<file path="src/rtl/stopwatch_btn_ctrl.sv">
// Pushbutton front end for the stopwatch counter: synchronizes and debounces the
// run and clear buttons and turns their presses into run_stop / clear commands.
module stopwatch_btn_ctrl #(
  parameter int DEBOUNCE_CNT = 100_000,
  parameter int CLEAR_CYC    = 4
) (
  input  logic       clk,
  input  logic       reset,
  input  logic       btn_run,
  input  logic       btn_clear,
  output logic       run_stop,
  output logic       clear,
  output logic [1:0] state_led
);

  localparam int CNT_W  = (DEBOUNCE_CNT > 1) ? $clog2(DEBOUNCE_CNT) : 1;
  localparam int HOLD_W = (CLEAR_CYC > 1) ? $clog2(CLEAR_CYC) : 1;
  localparam logic [CNT_W-1:0]  CNT_LAST  = CNT_W'(DEBOUNCE_CNT - 1);
  localparam logic [HOLD_W-1:0] HOLD_LAST = HOLD_W'(CLEAR_CYC - 1);

  typedef enum logic [1:0] {
    ST_STOP  = 2'b00,
    ST_RUN   = 2'b01,
    ST_CLEAR = 2'b10
  } state_e;

  // Bit 0 carries the run button, bit 1 the clear button.
  logic [1:0]       btn_vec;
  logic [1:0]       meta_q, sync_q;
  logic [1:0]       deb_q, deb_d, deb_dly_q;
  logic [1:0]       press_q;
  logic [CNT_W-1:0] cnt_q [2];
  logic [CNT_W-1:0] cnt_d [2];

  logic             press_run, press_clear;
  state_e           state_q, state_d;
  logic [HOLD_W-1:0] hold_q, hold_d;

  assign btn_vec = {btn_clear, btn_run};

  // NOTE: every flop, including each debounce counter in the array, is cleared by
  // the async reset so that no half-finished debounce survives a reset.
  always_ff @(posedge clk or negedge reset) begin
    if (!reset) begin
      meta_q    <= '0;
      sync_q    <= '0;
      deb_q     <= '0;
      deb_dly_q <= '0;
      press_q   <= '0;
      for (int i = 0; i < 2; i++) cnt_q[i] <= '0;
    end else begin
      // NOTE: non-blocking assignments make each stage sample the previous
      // stage's old value, which is what builds the two-flop synchronizer chain.
      meta_q    <= btn_vec;
      sync_q    <= meta_q;
      deb_q     <= deb_d;
      deb_dly_q <= deb_q;
      press_q   <= deb_q & ~deb_dly_q;
      for (int i = 0; i < 2; i++) cnt_q[i] <= cnt_d[i];
    end
  end

  // A change is accepted only after it has been stable for DEBOUNCE_CNT cycles;
  // any return to the accepted level restarts the count.
  always_comb begin
    // NOTE: defaults first so every path assigns every output; no latches.
    deb_d = deb_q;
    for (int i = 0; i < 2; i++) begin
      cnt_d[i] = '0;
      if (sync_q[i] != deb_q[i]) begin
        if (cnt_q[i] == CNT_LAST) deb_d[i] = sync_q[i];
        else                      cnt_d[i] = cnt_q[i] + CNT_W'(1);
      end
    end
  end

  assign press_run   = press_q[0];
  assign press_clear = press_q[1];

  always_ff @(posedge clk or negedge reset) begin
    if (!reset) begin
      state_q <= ST_STOP;
      hold_q  <= '0;
    end else begin
      state_q <= state_d;
      hold_q  <= hold_d;
    end
  end

  // Clear is only honoured while stopped and wins over a simultaneous run press.
  always_comb begin
    state_d = state_q;
    hold_d  = '0;
    case (state_q)
      ST_STOP: begin
        if (press_clear)    state_d = ST_CLEAR;
        else if (press_run) state_d = ST_RUN;
      end
      ST_RUN: begin
        if (press_run) state_d = ST_STOP;
      end
      ST_CLEAR: begin
        hold_d = hold_q + HOLD_W'(1);
        if (hold_q == HOLD_LAST) begin
          state_d = ST_STOP;
          hold_d  = '0;
        end
      end
      default: state_d = ST_STOP;
    endcase
  end

  always_comb begin
    run_stop  = (state_q == ST_RUN);
    clear     = (state_q == ST_CLEAR);
    state_led = state_q;
  end

endmodule

</file>
<file path="config.mk">
export PLATFORM = sky130hd
export DESIGN_NAME = stopwatch_btn_ctrl
export DESIGN_NICKNAME = d
export VERILOG_FILES = /design/src/rtl/stopwatch_btn_ctrl.sv
export SDC_FILE = /design/constraint.sdc
export NUM_CORES = 1
export LEC_CHECK = 0
export ABC_AREA = 1
export ABC_CLOCK_PERIOD_IN_PS = 2500
export BUFFER_PORTS_ARGS = -buffer_cell sky130_fd_sc_hd__buf_2
export CAP_MARGIN = 15
export CORE_MARGIN = 2
export CORE_UTILIZATION = 47
export CTS_CLUSTER_DIAMETER = 100
export CTS_CLUSTER_SIZE = 20
export DETAILED_ROUTE_END_ITERATION = 8
export GPL_TIMING_DRIVEN = 0
export MAX_ROUTING_LAYER = met4
export SYNTH_ARGS = -nofsm -noshare
export SYNTH_HDL_FRONTEND = slang
export SYNTH_SLANG_ARGS = --single-unit
</file>
<file path="constraint.sdc">
create_clock -name clk -period 2.5 [get_ports clk]
set_input_delay 0.25 -clock clk [delete_from_list [all_inputs] [get_ports clk]]
set_output_delay 0.25 -clock clk [all_outputs]
set_load 0.02 [all_outputs]
</file>
Word-level counts from Yosys, hierarchy flattened --
Index checks and enable logic that the tools add are counted.
Operators by class: bitwise gates (word level) 2, $add $sub $neg 3, equal/unequal tests 10, reductions and logical operators 4, mux-type cells 11
Operator list (number):
- 17-bit two-way mux | 4
- 17-bit by 1-bit adder with 17-bit output, second input constant | 2
- 17-bit == test, second input constant | 2
- 2-bit two-way mux | 6
- 2-bit case mux with 3 select lines | 1
- 2-bit == test, second input constant | 2
- 2-bit by 1-bit inequality test with 1-bit output, second input constant | 2
- 2-bit AND reduction | 2
- 3-bit inequality test, second input constant | 1
- 3-bit AND reduction | 1
- 2-bit by 1-bit adder with 2-bit output, second input constant | 1
- 2-bit AND | 1
- 2-bit by 1-bit == test with 1-bit output, second input constant | 1
- 2-bit logical NOT | 1
- 1-bit inequality test | 2
- 2-bit inverter | 1
Word-level totals: flip-flop bits (word level) 48, output and inout port bits 4

Logic depth before layout (Yosys ltp) --
Gate-level depths: netlist of the first run.
depth after elaboration 3, mapped depth 8, gate-level depth less buffers 8

Least setup slack after synthesis of the first run --
No wires, ideal clock.
path type reg2reg, from register state_q[1], in the netlist state_led[1], to register state_q[0], in the netlist state_led[0], required time 2.374 ns, library setup time 0.126 ns, setup slack 1.243 ns, path buffers 0, stages on the path, launching flop included 6, arrival 1.131 ns, clock period less this slack 1.257 ns, path through dfrtp_1 inv_1 nor2_1 nand2_1 nand2_1 o21ai_0
Between the ends: cells in the longest elaborated chain, start to end 3, elaborated cells on any way between the ends 8, classes of those cells eq/ne (5); mux (1); reduce/logical (2)
RTL lines:
- from (decl) | RTL line 36 | state_e state_q, state_d;
- from (signal assigned) | RTL line 85 | state_q <= state_d;
- 2-bit == test *
- named net clear | RTL line 12 | output logic clear,
- 2-bit by 1-bit inequality test with 1-bit output (no line)
- 3-bit AND reduction (no line)
Mark *: on every way through the listed nets, which the timed path passes. The rest lies on a longest branch. A chain may end at the register's enable or synchronous reset.

==> results of run 1 <==
worst max path at each step:
stage,slack [ps],depth (start not counted),start,to
after CTS,1050,8,cnt_q[0]$_DFF_PN0_,cnt_q[12]$_DFF_PN0_
after global routing,880,8,cnt_q[0]$_DFF_PN0_,cnt_q[7]$_DFF_PN0_
after floorplan,1240,5,state_led[1]$_DFFE_PN0P_,state_led[0]$_DFFE_PN0P_
final,1060,8,cnt_q[0]$_DFF_PN0_,cnt_q[12]$_DFF_PN0_
after detailed placement,1060,8,cnt_q[0]$_DFF_PN0_,cnt_q[10]$_DFF_PN0_
after global placement,1060,8,cnt_q[0]$_DFF_PN0_,cnt_q[16]$_DFF_PN0_
per-stage QoR:
step           cells  setup WS (ps)
2_1_floorplan    316           1243
3_3_place_gp     393           1063
3_5_place_dp     393           1065
4_1_cts          401           1051
5_1_grt          403          875.6
6_report         403           1060
sequential cells by signal, indices dropped and copies added, names as in the netlist:
signal / cells
deb_q: 2
cnt_q: 34
state_led: 2
meta_q: 2
sync_q: 2
hold_q: 2
deb_dly_q: 2
press_q: 2
placed cells by master, fill, tap and decap left out, drive strengths merged, types with 5 or more instances in the layout:
master | netlist | layout
dfrtp | 48 | 48
xor2 | 10 | 10
nand2 | 80 | 80
nand4 | 7 | 7
inv | 43 | 43
nor2 | 88 | 88
a21oi | 5 | 5
o21ai | 8 | 8
clkbuf | 0 | 6
nand3 | 13 | 13
nor3 | 5 | 5
buf | 0 | 8
final cells by class:
cell class                      instances  area share [%]
Clock buffer                            6           3.014
Clock inverter                          2           1.416
Inverter                               43           5.890
Multi-Input combinational cell        225           40.27
Sequential cell                        48           43.84
Tap cell                               70           3.196
Timing Repair Buffer                    9           2.374
logic make-up after synthesis:
family / share of synthesized area [%]
and+or+nand+nor: 35.72
DFF: 48.71
buffers and inverters: 6.545
AOI/OAI and AO/OA: 2.943
xor gates and xnor gates: 4.567
adders and majority gates: 1.522
power by group:
group	leakage (nW)	internal [W]	switching [W]
combinational	0.529	0.0000148	0.0000346
clock	0.0614	0.000327	0.000263
sequential	0.656	0.000787	0.00000950
repair_timing:
action | in CTS | in global routing
hold buffers | 0 | 1
buffers inserted | 0 | 0
hold endpoints to repair | 0 | 17
endpoints found under the setup margin | 0 | 0
synthesized netlist by cell type (all sizes together), types with 2 or more instances:
library cell	count	share of area (%)
nor2	88	15
nand2	80	14
dfrtp	48	49
inv	43	6.5
nand3	13	2.6
xor2	10	3.9
o21ai	8	1.6
nand4	7	1.8
a21oi	5	1.0
nor3	5	1.2
ha	3	1.5
nand3b	2	0.61
xnor2	2	0.71
worst max-delay path: stages, from the launching register on:
cell,delay (ps)
sky130_fd_sc_hd__dfrtp_1,420
sky130_fd_sc_hd__ha_1,240
sky130_fd_sc_hd__nand2_1,90
sky130_fd_sc_hd__inv_1,50
sky130_fd_sc_hd__nand2_1,90
sky130_fd_sc_hd__nor2_2,40
sky130_fd_sc_hd__nand2_1,100
sky130_fd_sc_hd__nand2_2,170
sky130_fd_sc_hd__a21oi_1,170
per-layer routing:
| metal | global-route usage [%] | wire length [µm] | vias up | part of all wire [%] |
|---|---|---|---|---|
| met5 | - | 0 | - | 0 |
| li1 | - | - | 996 | - |
| met3 | 3.673 | 119 | 2 | 2.7 |
| met2 | 29.38 | 2136 | 20 | 49 |
| met4 | 4.909 | 21 | 0 | 0.48 |
| met1 | 20.11 | 2069 | 838 | 48 |
==> impl_metrics.xml, run 1 <==
<?xml version="1.0" encoding="UTF-8"?>
<metrics>
  <group name="status">
    <metric name="run_status" unit="">finished clean</metric>
  </group>
  <group name="worst_hold_path">
    <metric name="hold_path_depth" unit="">1</metric>
    <metric name="timing.hold.worst_endpoint" unit="">meta_q[1]$_DFF_PN0_</metric>
    <metric name="min-delay-path-class" unit="">primary input to flip-flop</metric>
    <metric name="hold_start" unit="">btn_clear</metric>
  </group>
  <group name="grt">
    <metric name="grt_max_degree" unit="">49</metric>
    <metric name="grt_pass1_wl" unit="µm">7741</metric>
    <metric name="groute.usage.overall" unit="%">17.03</metric>
    <metric name="grt_antenna_before_repair" unit="">0</metric>
    <metric name="grt_overflow" unit="">0</metric>
    <metric name="first_global_vias" unit="">1748</metric>
  </group>
  <group name="floorplanning">
    <metric name="boundaryPins" unit="">8</metric>
    <metric name="effective_utilization_at_floorplan" unit="%">48.59</metric>
    <metric name="num_rows" unit="">26</metric>
    <metric name="fp.dieH" unit="µm">76.44</metric>
    <metric name="floorplan.core_area" unit="µm²">5075</metric>
    <metric name="fp.dieW" unit="µm">76.44</metric>
    <metric name="fp.dieArea" unit="µm²">5842</metric>
  </group>
  <group name="setup_path">
    <metric name="critical_r2r_launch" unit="">cnt_q[0]$_DFF_PN0_</metric>
    <metric name="reg2reg_setup_slack" unit="ps">1060</metric>
    <metric name="startpoint_types" unit="">flip-flop</metric>
    <metric name="crit_arrival" unit="ps">1670</metric>
    <metric name="worst-r2r-cell-count" unit="">8</metric>
    <metric name="timing.critical_path.to_type" unit="">flip-flop</metric>
    <metric name="rr_endpoint" unit="">cnt_q[12]$_DFF_PN0_</metric>
    <metric name="worst-path-max-fanout" unit="">9</metric>
    <metric name="worst-endpoint-required" unit="ps">2730</metric>
    <metric name="worst-setup-path-type" unit="">flip-flop to flip-flop</metric>
  </group>
  <group name="sta">
    <metric name="hold_violations" unit="">0</metric>
    <metric name="tightestPinTransition" unit="ps">435.0</metric>
    <metric name="skew" unit="ps">6.297</metric>
    <metric name="fin_worst_hold_slack" unit="ps">53.14</metric>
    <metric name="tns" unit="ps">0</metric>
    <metric name="finalCritPeriodShare" unit="%">57.60</metric>
    <metric name="drv_slew" unit="">0</metric>
    <metric name="min_period" unit="ps">1440</metric>
    <metric name="setup_viol_count_final" unit="">0</metric>
    <metric name="maxClockFrequency" unit="MHz">694.4</metric>
    <metric name="slew_headroom" unit="%">71.00</metric>
    <metric name="rsz0062_at_grt" unit="">no</metric>
  </group>
  <group name="cts">
    <metric name="clock_tree_from_tritoncts" unit="">yes</metric>
    <metric name="tritoncts.num_buffers" unit="">5</metric>
    <metric name="cts_max_level" unit="">2</metric>
    <metric name="cts_max_path_buffers" unit="">2</metric>
    <metric name="clk-insertion-delay-late" unit="ps">300</metric>
    <metric name="tritoncts_sinks" unit="">48</metric>
    <metric name="cts.repair.resized" unit="">0</metric>
    <metric name="clock-root-buffer" unit="">sky130_fd_sc_hd__clkbuf_8</metric>
    <metric name="clkSlewWorstSetupHoldPaths" unit="ps">90</metric>
  </group>
  <group name="logic_synthesis">
    <metric name="ys_seq_area_share" unit="%">48.71</metric>
    <metric name="synth_enable_flop_cells" unit="">0</metric>
    <metric name="postSynthRegisterBits" unit="">48</metric>
    <metric name="ys_async_sr_fraction" unit="%">100.0</metric>
    <metric name="dominantRegCellSynth" unit="">sky130_fd_sc_hd__dfrtp_1</metric>
    <metric name="synth_cell_type_count" unit="">23</metric>
    <metric name="postSynthNetCount" unit="">323</metric>
    <metric name="mappedNetlistArea" unit="µm²">2466</metric>
    <metric name="avgSynthCellArea" unit="µm²">7.804</metric>
    <metric name="yosys_warnings" unit="">0</metric>
    <metric name="netlist_instances" unit="">316</metric>
  </group>
  <group name="cells_and_area">
    <metric name="n_fill_cell" unit="">488</metric>
    <metric name="areaGrowthSynthToFinish" unit="%">11.11</metric>
    <metric name="multi_input_area" unit="µm²">1104</metric>
    <metric name="nets" unit="">339</metric>
    <metric name="antenna_cells" unit="">0</metric>
    <metric name="final-seq-area" unit="µm²">1201</metric>
    <metric name="finalCoreUtilization" unit="%">53.99</metric>
    <metric name="final_layout_size_suffix_gt1_share" unit="%">14.71</metric>
    <metric name="fin_area" unit="µm²">2740</metric>
  </group>
  <group name="detailed_routing">
    <metric name="total_via_count_in_the_routed_design" unit="">1856</metric>
    <metric name="wirelength" unit="µm">4346</metric>
    <metric name="detail_route.first_pass.iterations" unit="">4</metric>
    <metric name="drt_first_iter_violations" unit="">84</metric>
    <metric name="per_cell_routed_wire_length" unit="µm">10.78</metric>
    <metric name="vias_per_cell" unit="">4.605</metric>
    <metric name="detail_route.drc_violations" unit="">0</metric>
    <metric name="drt.antenna.violating_nets" unit="">0</metric>
  </group>
  <group name="placement">
    <metric name="dp_hpwl" unit="µm">3098</metric>
    <metric name="place_congestion" unit="">0.8041</metric>
    <metric name="placement.io_buffers" unit="">7</metric>
    <metric name="placed_area" unit="µm²">2589</metric>
  </group>
  <group name="run">
    <metric name="maxCapViolCount" unit="">0</metric>
  </group>
  <group name="pwr">
    <metric name="power-per-cell-area" unit="nW/µm²">523.8</metric>
    <metric name="total_power" unit="W">0.001435</metric>
    <metric name="vdd.ir_drop.worst" unit="mV">0.3089</metric>
    <metric name="static-leakage-power" unit="nW">1.247</metric>
  </group>
</metrics>
Note: power is estimated with default switching activity, not from simulation.
==> run 2, diff against run 1 <==
ABC_AREA = 0   (was 1)
ABC_CLOCK_PERIOD_IN_PS = 1500   (was 2500)
clock period = 1.5 ns   (was 2.5 ns; I/O delays follow)
==> run 2 against run 1 <==
  * The run now ends with setup timing left
  * First-iteration DRC count fell by 23%
  * Die area shrank 11%
  * Count of clock-buffer cells in the layout stayed put
  * Sequential power is 67% higher
  * Non-clock buffer count up 27
  * Power up 67%
  * Clock skew rose by 0.76 ps
  * Global-route usage rose by 2.5 points
  * Cell area increased by 2.8%
  * Worst setup slack got worse by 1300 ps
==> impl_metrics.xml, run 2 <==
<?xml version="1.0" encoding="UTF-8"?>
<metrics>
  <group name="status">
    <metric name="run_status" unit="">finished, violations left</metric>
    <metric name="violations" unit="">setup timing</metric>
  </group>
  <group name="setup_path">
    <metric name="critical_path.slowest_cell" unit="">sky130_fd_sc_hd__or4b_4</metric>
    <metric name="critical_r2r_launch" unit="">cnt_q[23]$_DFF_PN0_</metric>
    <metric name="reg2reg_setup_slack" unit="ps">-190</metric>
    <metric name="worst-path-max-fanout" unit="">10</metric>
    <metric name="worst-r2r-cell-count" unit="">4</metric>
    <metric name="worst-endpoint-required" unit="ps">1690</metric>
    <metric name="rr_endpoint" unit="">cnt_q[25]$_DFF_PN0_</metric>
    <metric name="timing.critical_path.buf_inv" unit="">1</metric>
    <metric name="crit_arrival" unit="ps">1880</metric>
    <metric name="cpPeakStageDelay" unit="ps">530</metric>
    <metric name="timing.critical_path.to_type" unit="">flip-flop</metric>
    <metric name="critical_path.top_delay_family" unit="">simple AND/OR/NAND/NOR gates</metric>
    <metric name="path_cells" unit="">or4b_4 &gt; o31ai_4 &gt; buf_6 &gt; nor2_1</metric>
    <metric name="startpoint_types" unit="">flip-flop</metric>
    <metric name="worst-setup-path-type" unit="">flip-flop to flip-flop</metric>
  </group>
  <group name="grt">
    <metric name="grt_pass1_wl" unit="µm">7617</metric>
    <metric name="first_global_vias" unit="">1657</metric>
    <metric name="groute.usage.overall" unit="%">19.52</metric>
    <metric name="grt_overflow" unit="">0</metric>
    <metric name="grt_antenna_before_repair" unit="">0</metric>
    <metric name="grt_max_degree" unit="">49</metric>
  </group>
  <group name="placement">
    <metric name="place_congestion" unit="">0.8580</metric>
    <metric name="placed_cells" unit="">264</metric>
    <metric name="placement.io_buffers" unit="">7</metric>
    <metric name="dp_hpwl" unit="µm">2576</metric>
    <metric name="dpl_worst_slack" unit="ps">-300.5</metric>
  </group>
  <group name="cts">
    <metric name="cts_max_path_buffers" unit="">2</metric>
    <metric name="cts_max_level" unit="">2</metric>
    <metric name="tritoncts.num_buffers" unit="">5</metric>
    <metric name="tritoncts_sinks" unit="">48</metric>
    <metric name="clkSlewWorstSetupHoldPaths" unit="ps">90</metric>
    <metric name="clk-insertion-delay-late" unit="ps">300</metric>
    <metric name="clock-root-buffer" unit="">sky130_fd_sc_hd__clkbuf_8</metric>
    <metric name="clock_tree_from_tritoncts" unit="">yes</metric>
  </group>
  <group name="logic_synthesis">
    <metric name="mappedNetlistArea" unit="µm²">2182</metric>
    <metric name="postSynthNetCount" unit="">212</metric>
    <metric name="yosysMostFrequentCell" unit="">sky130_fd_sc_hd__dfrtp_1</metric>
    <metric name="dominantRegCellSynth" unit="">sky130_fd_sc_hd__dfrtp_1</metric>
    <metric name="synth_mux_area_share" unit="%">1.491</metric>
    <metric name="synth_enable_flop_cells" unit="">0</metric>
    <metric name="synthTopCellsByCount" unit="">sky130_fd_sc_hd__dfrtp_1, sky130_fd_sc_hd__nor2_1, sky130_fd_sc_hd__xnor2_1</metric>
    <metric name="synth_cell_type_count" unit="">30</metric>
    <metric name="post-synth-top-area-fraction" unit="%">55.05</metric>
    <metric name="ys_seq_area_share" unit="%">55.05</metric>
    <metric name="avgSynthCellArea" unit="µm²">10.64</metric>
    <metric name="synth-xor-area-share" unit="%">12.44</metric>
    <metric name="netlist_instances" unit="">205</metric>
    <metric name="post_synth_fa_ha_maj_area_fraction" unit="%">1.720</metric>
    <metric name="ys_async_sr_fraction" unit="%">100.0</metric>
    <metric name="synth_compound_area_share" unit="%">2.236</metric>
    <metric name="cell_accounting_for_the_most_synthesized_area" unit="">sky130_fd_sc_hd__dfrtp_1</metric>
    <metric name="yosys_warnings" unit="">0</metric>
    <metric name="postSynthRegisterBits" unit="">48</metric>
    <metric name="synth_top_family_by_area" unit="">simple AND/OR/NAND/NOR gates</metric>
    <metric name="synth_area_leaders" unit="">sky130_fd_sc_hd__dfrtp_1, sky130_fd_sc_hd__xnor2_1, sky130_fd_sc_hd__nor2_1</metric>
    <metric name="synth-simple-area-share" unit="%">25.17</metric>
  </group>
  <group name="detailed_routing">
    <metric name="detail_route.drc_violations" unit="">0</metric>
    <metric name="detail_route.first_pass.iterations" unit="">4</metric>
    <metric name="total_via_count_in_the_routed_design" unit="">1627</metric>
    <metric name="vias_per_cell" unit="">5.478</metric>
    <metric name="wirelength" unit="µm">4492</metric>
    <metric name="drt.antenna.violating_nets" unit="">0</metric>
    <metric name="drt_first_iter_violations" unit="">65</metric>
    <metric name="per_cell_routed_wire_length" unit="µm">15.12</metric>
  </group>
  <group name="cells_and_area">
    <metric name="count_of_placed_standard_cells_in_the_final_layout_fillers_left_out" unit="">297</metric>
    <metric name="largest_register" unit="">cnt_q</metric>
    <metric name="layout_commonest_cell" unit="">sky130_fd_sc_hd__dfrtp_1</metric>
    <metric name="antenna_cells" unit="">0</metric>
    <metric name="nets" unit="">251</metric>
    <metric name="layout_common_cells" unit="">sky130_fd_sc_hd__dfrtp_1, sky130_fd_sc_hd__nor2_1, sky130_fd_sc_hd__xnor2_1, sky130_fd_sc_hd__buf_4, sky130_fd_sc_hd__nand4_1</metric>
    <metric name="areaGrowthSynthToFinish" unit="%">29.07</metric>
    <metric name="finalCoreUtilization" unit="%">63.80</metric>
    <metric name="largest_register_ffs" unit="">34</metric>
    <metric name="final_layout_size_suffix_gt1_share" unit="%">31.43</metric>
  </group>
  <group name="worst_hold_path">
    <metric name="hold_start" unit="">meta_q[0]$_DFF_PN0_</metric>
    <metric name="min-delay-path-class" unit="">flip-flop to flip-flop</metric>
    <metric name="timing.hold.worst_endpoint" unit="">sync_q[0]$_DFF_PN0_</metric>
    <metric name="hold_path_depth" unit="">0</metric>
  </group>
  <group name="pwr">
    <metric name="internal-power" unit="W">0.001876</metric>
    <metric name="static-leakage-power" unit="nW">1.177</metric>
    <metric name="pwr-share-comb" unit="%">6.1</metric>
    <metric name="power.share.sequential" unit="%">55.6</metric>
    <metric name="power.share.clock" unit="%">38.3</metric>
    <metric name="switching_power_summed_over_all_nets" unit="W">0.0005224</metric>
    <metric name="switching_share" unit="%">21.78</metric>
    <metric name="vdd.ir_drop.worst" unit="mV">0.5804</metric>
    <metric name="power-per-cell-area" unit="nW/µm²">851.6</metric>
  </group>
  <group name="sta">
    <metric name="drv_slew" unit="">0</metric>
    <metric name="final_critical_path_setup_slack" unit="ps">-192.7</metric>
    <metric name="rsz0062_at_grt" unit="">yes</metric>
    <metric name="setup_viol_count_final" unit="">17</metric>
    <metric name="skew" unit="ps">7.057</metric>
    <metric name="maxClockFrequency" unit="MHz">590.8</metric>
    <metric name="tightestPinTransition" unit="ps">584.6</metric>
    <metric name="finalCritPeriodShare" unit="%">112.8</metric>
    <metric name="min_period" unit="ps">1693</metric>
    <metric name="slew_headroom" unit="%">61.02</metric>
    <metric name="hold_violations" unit="">0</metric>
  </group>
  <group name="floorplanning">
    <metric name="fp.dieW" unit="µm">72.14</metric>
    <metric name="effective_utilization_at_floorplan" unit="%">49.43</metric>
    <metric name="fp.dieArea" unit="µm²">5203</metric>
    <metric name="floorplan.core_area" unit="µm²">4414</metric>
    <metric name="boundaryPins" unit="">8</metric>
    <metric name="num_rows" unit="">24</metric>
    <metric name="fp.dieH" unit="µm">72.14</metric>
  </group>
  <group name="run">
    <metric name="maxCapViolCount" unit="">0</metric>
  </group>
</metrics>
-- run 2: worst max-delay path by stage --
stage	endpoint	start	depth (start not counted)	slack, ps
2_1_floorplan	cnt_q[32]$_DFF_PN0_	cnt_q[23]$_DFF_PN0_	4	-100
3_3_place_gp	cnt_q[27]$_DFF_PN0_	cnt_q[17]$_DFF_PN0_	6	-280
3_5_place_dp	cnt_q[31]$_DFF_PN0_	cnt_q[17]$_DFF_PN0_	6	-300
4_1_cts	cnt_q[27]$_DFF_PN0_	cnt_q[23]$_DFF_PN0_	4	-170
5_1_grt	cnt_q[29]$_DFF_PN0_	cnt_q[23]$_DFF_PN0_	4	-250
6_report	cnt_q[25]$_DFF_PN0_	cnt_q[23]$_DFF_PN0_	4	-190
-- run 2: per-stage QoR --
stage / instance area, µm² / setup TNS (ps) / hold WS, ps / power (W)
after detailed placement: 2312 / -6350 / 260.5 / 0.001443
after CTS: 2660 / -2855 / 72.71 / 0.002395
after global placement: 2312 / -5230 / 257.8 / 0.001440
final: 2816 / -3005 / 361.5 / 0.002398
after global routing: 2816 / -4108 / 382.4 / 0.002485
after floorplan: 2212 / -906.6 / -145.6 / 0.001400
-- run 2: power groups by stage --
| stage | Sequential [W] | Clock, W | Combinational [W] |
|---|---|---|---|
| after floorplan | 0.00135 | 0 | 0.0000486 |
| after global routing | 0.00134 | 0.000984 | 0.000165 |
| final | 0.00133 | 0.000919 | 0.000146 |
| after CTS | 0.00133 | 0.000942 | 0.000126 |
| after detailed placement | 0.00135 | 0 | 0.0000885 |
| after global placement | 0.00135 | 0 | 0.0000865 |
-- run 2: cell families (layout without fill, tap and decap cells) --
kind of cell	count (synthesis)	count (layout)
and+or+nand+nor	105	105
DFF	48	48
xor gates and xnor gates	31	31
buffers and inverters	10	50
AOI/OAI and AO/OA	5	5
adders and majority gates	3	3
muxes	3	3
-- run 2: repair_timing --
| action | in CTS | in global routing |
|---|---|---|
| endpoints found under the hold margin | 2 | 23 |
| resized for setup | 24 | 16 |
| buffers inserted | 18 | 3 |
| pin swaps | 14 | 14 |
| cloned | 1 | 0 |
| hold buffers | 2 | 1 |
| setup endpoints to repair | 35 | 35 |
-- run 2: cell type report --
type                       instances  area (µm²)
timing repair buffer              33       269.0
sequential                        48        1209
inverter                           6       22.52
clock inverter                     2       35.03
buffer                             3       33.78
multi-input combinational        147        1110
tap                               52       65.06
clock buffer                       6       72.57
fill                             364        1598
-- run 2: per-layer routing --
| metal | part of all wire (%) | GRT usage [%] |
|---|---|---|
| met5 | 0 | - |
| met4 | 1.9 | 6.499 |
| met3 | 3.0 | 4.167 |
| met2 | 48 | 29.15 |
| met1 | 47 | 26.67 |
==> run 3, diff against run 2 <==
ABC_AREA = 1   (was 0)
==> run 3 against run 2 <==
  * The run now ends clean
  * Non-clock buffer count decreased by 22
  * Routed wire length decreased by 0.36%
  * Count of clock-buffer cells in the layout unchanged
  * Worst setup slack improved by 330 ps
  * Sequential share of layout area decreased by 0.27 points
  * Via count increased by 16%
  * Worst hold slack got worse by 52 ps
  * Flip-flop and latch count unchanged
  * Critical path type unchanged
  * Largest power group unchanged
  * Highest routed layer unchanged
==> impl_metrics.xml, run 3 (synthesis gave the netlist of run 1 again) <==
<?xml version="1.0" encoding="UTF-8"?>
<metrics>
  <group name="floorplanning">
    <metric name="effective_utilization_at_floorplan" unit="%">48.59</metric>
    <metric name="floorplan.core_area" unit="µm²">5075</metric>
    <metric name="fp.dieH" unit="µm">76.44</metric>
    <metric name="fp.dieArea" unit="µm²">5842</metric>
    <metric name="fp.dieW" unit="µm">76.44</metric>
    <metric name="num_rows" unit="">26</metric>
    <metric name="boundaryPins" unit="">8</metric>
  </group>
  <group name="sta">
    <metric name="finalCritPeriodShare" unit="%">90.95</metric>
    <metric name="drv_slew" unit="">0</metric>
    <metric name="setup_viol_count_final" unit="">0</metric>
    <metric name="maxClockFrequency" unit="MHz">733.0</metric>
    <metric name="final_critical_path_setup_slack" unit="ps">135.8</metric>
    <metric name="tightestPinTransition" unit="ps">434.4</metric>
    <metric name="min_period" unit="ps">1364</metric>
    <metric name="tns" unit="ps">0</metric>
    <metric name="skew" unit="ps">9.169</metric>
    <metric name="slew_headroom" unit="%">71.04</metric>
    <metric name="rsz0062_at_grt" unit="">yes</metric>
    <metric name="hold_violations" unit="">0</metric>
  </group>
  <group name="detailed_routing">
    <metric name="detail_route.first_pass.iterations" unit="">4</metric>
    <metric name="per_cell_routed_wire_length" unit="µm">10.94</metric>
    <metric name="drt_first_iter_violations" unit="">79</metric>
    <metric name="vias_per_cell" unit="">4.616</metric>
    <metric name="total_via_count_in_the_routed_design" unit="">1888</metric>
    <metric name="wirelength" unit="µm">4476</metric>
    <metric name="drt.antenna.violating_nets" unit="">0</metric>
    <metric name="detail_route.drc_violations" unit="">0</metric>
  </group>
  <group name="placement">
    <metric name="dp_hpwl" unit="µm">3098</metric>
    <metric name="placement.io_buffers" unit="">7</metric>
    <metric name="place_congestion" unit="">0.8041</metric>
    <metric name="dpl_worst_slack" unit="ps">64.89</metric>
    <metric name="placed_cells" unit="">393</metric>
  </group>
  <group name="setup_path">
    <metric name="crit_arrival" unit="ps">1560</metric>
    <metric name="reg2reg_setup_slack" unit="ps">140</metric>
    <metric name="worst-endpoint-required" unit="ps">1690</metric>
    <metric name="timing.critical_path.to_type" unit="">flip-flop</metric>
    <metric name="path_cells" unit="">ha_2 &gt; nand2_1 &gt; inv_1 &gt; nand2_1 &gt; nor2_2 &gt; nand2_2 &gt; nand2_2 &gt; nor2_1</metric>
    <metric name="timing.critical_path.buf_inv" unit="">1</metric>
    <metric name="worst-r2r-cell-count" unit="">8</metric>
    <metric name="startpoint_types" unit="">flip-flop</metric>
    <metric name="worst-path-max-fanout" unit="">4</metric>
    <metric name="worst_setup_path_endpoint" unit="">cnt_q[3]$_DFF_PN0_</metric>
    <metric name="crit_path_start" unit="">cnt_q[0]$_DFF_PN0_</metric>
    <metric name="critical_r2r_launch" unit="">cnt_q[0]$_DFF_PN0_</metric>
    <metric name="cpPeakStageDelay" unit="ps">400</metric>
    <metric name="cp.depth" unit="">8</metric>
    <metric name="critical_path.top_delay_family" unit="">simple AND/OR/NAND/NOR gates</metric>
    <metric name="worst-setup-path-type" unit="">flip-flop to flip-flop</metric>
    <metric name="critical_path.slowest_cell" unit="">sky130_fd_sc_hd__dfrtp_1</metric>
    <metric name="rr_endpoint" unit="">cnt_q[3]$_DFF_PN0_</metric>
  </group>
  <group name="cells_and_area">
    <metric name="layout_common_cells" unit="">sky130_fd_sc_hd__nor2_1, sky130_fd_sc_hd__nand2_1, sky130_fd_sc_hd__dfrtp_1, sky130_fd_sc_hd__inv_1, sky130_fd_sc_hd__nand2_2</metric>
    <metric name="finalCoreUtilization" unit="%">55.50</metric>
    <metric name="count_of_placed_standard_cells_in_the_final_layout_fillers_left_out" unit="">409</metric>
    <metric name="antenna_cells" unit="">0</metric>
    <metric name="largest_register_ffs" unit="">34</metric>
    <metric name="layout_commonest_cell" unit="">sky130_fd_sc_hd__nor2_1</metric>
    <metric name="n_fill_cell" unit="">477</metric>
    <metric name="nets" unit="">345</metric>
    <metric name="final_layout_size_suffix_gt1_share" unit="%">17.11</metric>
    <metric name="largest_register" unit="">cnt_q</metric>
    <metric name="areaGrowthSynthToFinish" unit="%">14.21</metric>
  </group>
  <group name="status">
    <metric name="run_status" unit="">finished clean</metric>
  </group>
  <group name="grt">
    <metric name="groute.usage.overall" unit="%">17.08</metric>
    <metric name="grt_max_degree" unit="">49</metric>
    <metric name="grt_overflow" unit="">0</metric>
    <metric name="grt_antenna_before_repair" unit="">0</metric>
    <metric name="first_global_vias" unit="">1760</metric>
    <metric name="grt_pass1_wl" unit="µm">7776</metric>
  </group>
  <group name="cts">
    <metric name="cts_max_path_buffers" unit="">2</metric>
    <metric name="clk-insertion-delay-late" unit="ps">300</metric>
    <metric name="tritoncts_sinks" unit="">48</metric>
    <metric name="tritoncts.num_buffers" unit="">5</metric>
    <metric name="clock_tree_from_tritoncts" unit="">yes</metric>
    <metric name="clock-root-buffer" unit="">sky130_fd_sc_hd__clkbuf_8</metric>
    <metric name="cts_max_level" unit="">2</metric>
    <metric name="clkSlewWorstSetupHoldPaths" unit="ps">90</metric>
  </group>
  <group name="pwr">
    <metric name="static-leakage-power" unit="nW">1.273</metric>
    <metric name="power-per-cell-area" unit="nW/µm²">858.1</metric>
    <metric name="vdd.ir_drop.worst" unit="mV">0.5575</metric>
  </group>
  <group name="worst_hold_path">
    <metric name="min-delay-path-class" unit="">primary input to async pin</metric>
  </group>
  <group name="run">
    <metric name="maxCapViolCount" unit="">0</metric>
  </group>
</metrics>
run 3: cell count changes in the layout (fill, tap and decap cells not counted), sizes merged, moves of 8 or more:
| cell | change |
|---|---|
| nand2 | +70 |
| nor2 | +52 |
| inv | +37 |
| buf | -22 |
| xnor2 | -21 |
| nor4 | -11 |
| o21ai | +8 |
run 3: metal layers:
layer	vias to the layer above	routed length (µm)	part of all wire [%]	global-route usage (%)
met4	0	36	0.80	4.909
li1	1008	-	-	-
met2	17	2192	49	29.38
met5	-	0	0	-
met1	859	2140	48	20.26
met3	4	108	2.4	3.673
run 3: worst min-delay path by stage:
stage / startpoint / to
2_1_floorplan: reset / cnt_q[0]$_DFF_PN0_
3_3_place_gp: btn_run / meta_q[0]$_DFF_PN0_
3_5_place_dp: btn_clear / meta_q[1]$_DFF_PN0_
4_1_cts: reset / cnt_q[22]$_DFF_PN0_
5_1_grt: reset / cnt_q[22]$_DFF_PN0_
6_report: reset / cnt_q[22]$_DFF_PN0_
run 3: area by class of cell:
class	instances	area [µm²]	share of cell area, %
timing repair buffer	14	107.6	3.821
inverter	43	161.4	5.731
clock buffer	6	82.58	2.932
tap	70	87.58	3.110
sequential	48	1201	42.65
clock inverter	2	38.79	1.377
multi-input combinational	226	1137	40.38
run 3: power by group:
part           leakage [nW]  internal (W)  switching, W
clock network        0.0614      0.000545      0.000444
registers             0.656       0.00131     0.0000155
logic                 0.555     0.0000380     0.0000636
total                  1.27       0.00189      0.000523
run 3: what timing repair did:
item,4_1_cts,5_1_grt
setup buffers,0,3
setup endpoints to repair,0,20
hold buffers,2,1
gates resized for setup,0,7
hold endpoints to repair,2,17
run 3: worst reg2reg max path, stage by stage, from the launching register on:
cell	delay, ps
sky130_fd_sc_hd__dfrtp_1	400
sky130_fd_sc_hd__ha_2	210
sky130_fd_sc_hd__nand2_1	80
sky130_fd_sc_hd__inv_1	80
sky130_fd_sc_hd__nand2_1	70
sky130_fd_sc_hd__nor2_2	110
sky130_fd_sc_hd__nand2_2	110
sky130_fd_sc_hd__nand2_2	140
sky130_fd_sc_hd__nor2_1	60
run 3: per-stage QoR:
step                total power (W)  area [µm²]  hold WS [ps]
floorplan                  0.001387        2466        -145.6
global placement           0.001430        2589         257.7
detailed placement         0.001429        2589         259.7
CTS                        0.002424        2730         67.90
global route               0.002531        2816         340.0
finish                     0.002417        2816         310.0
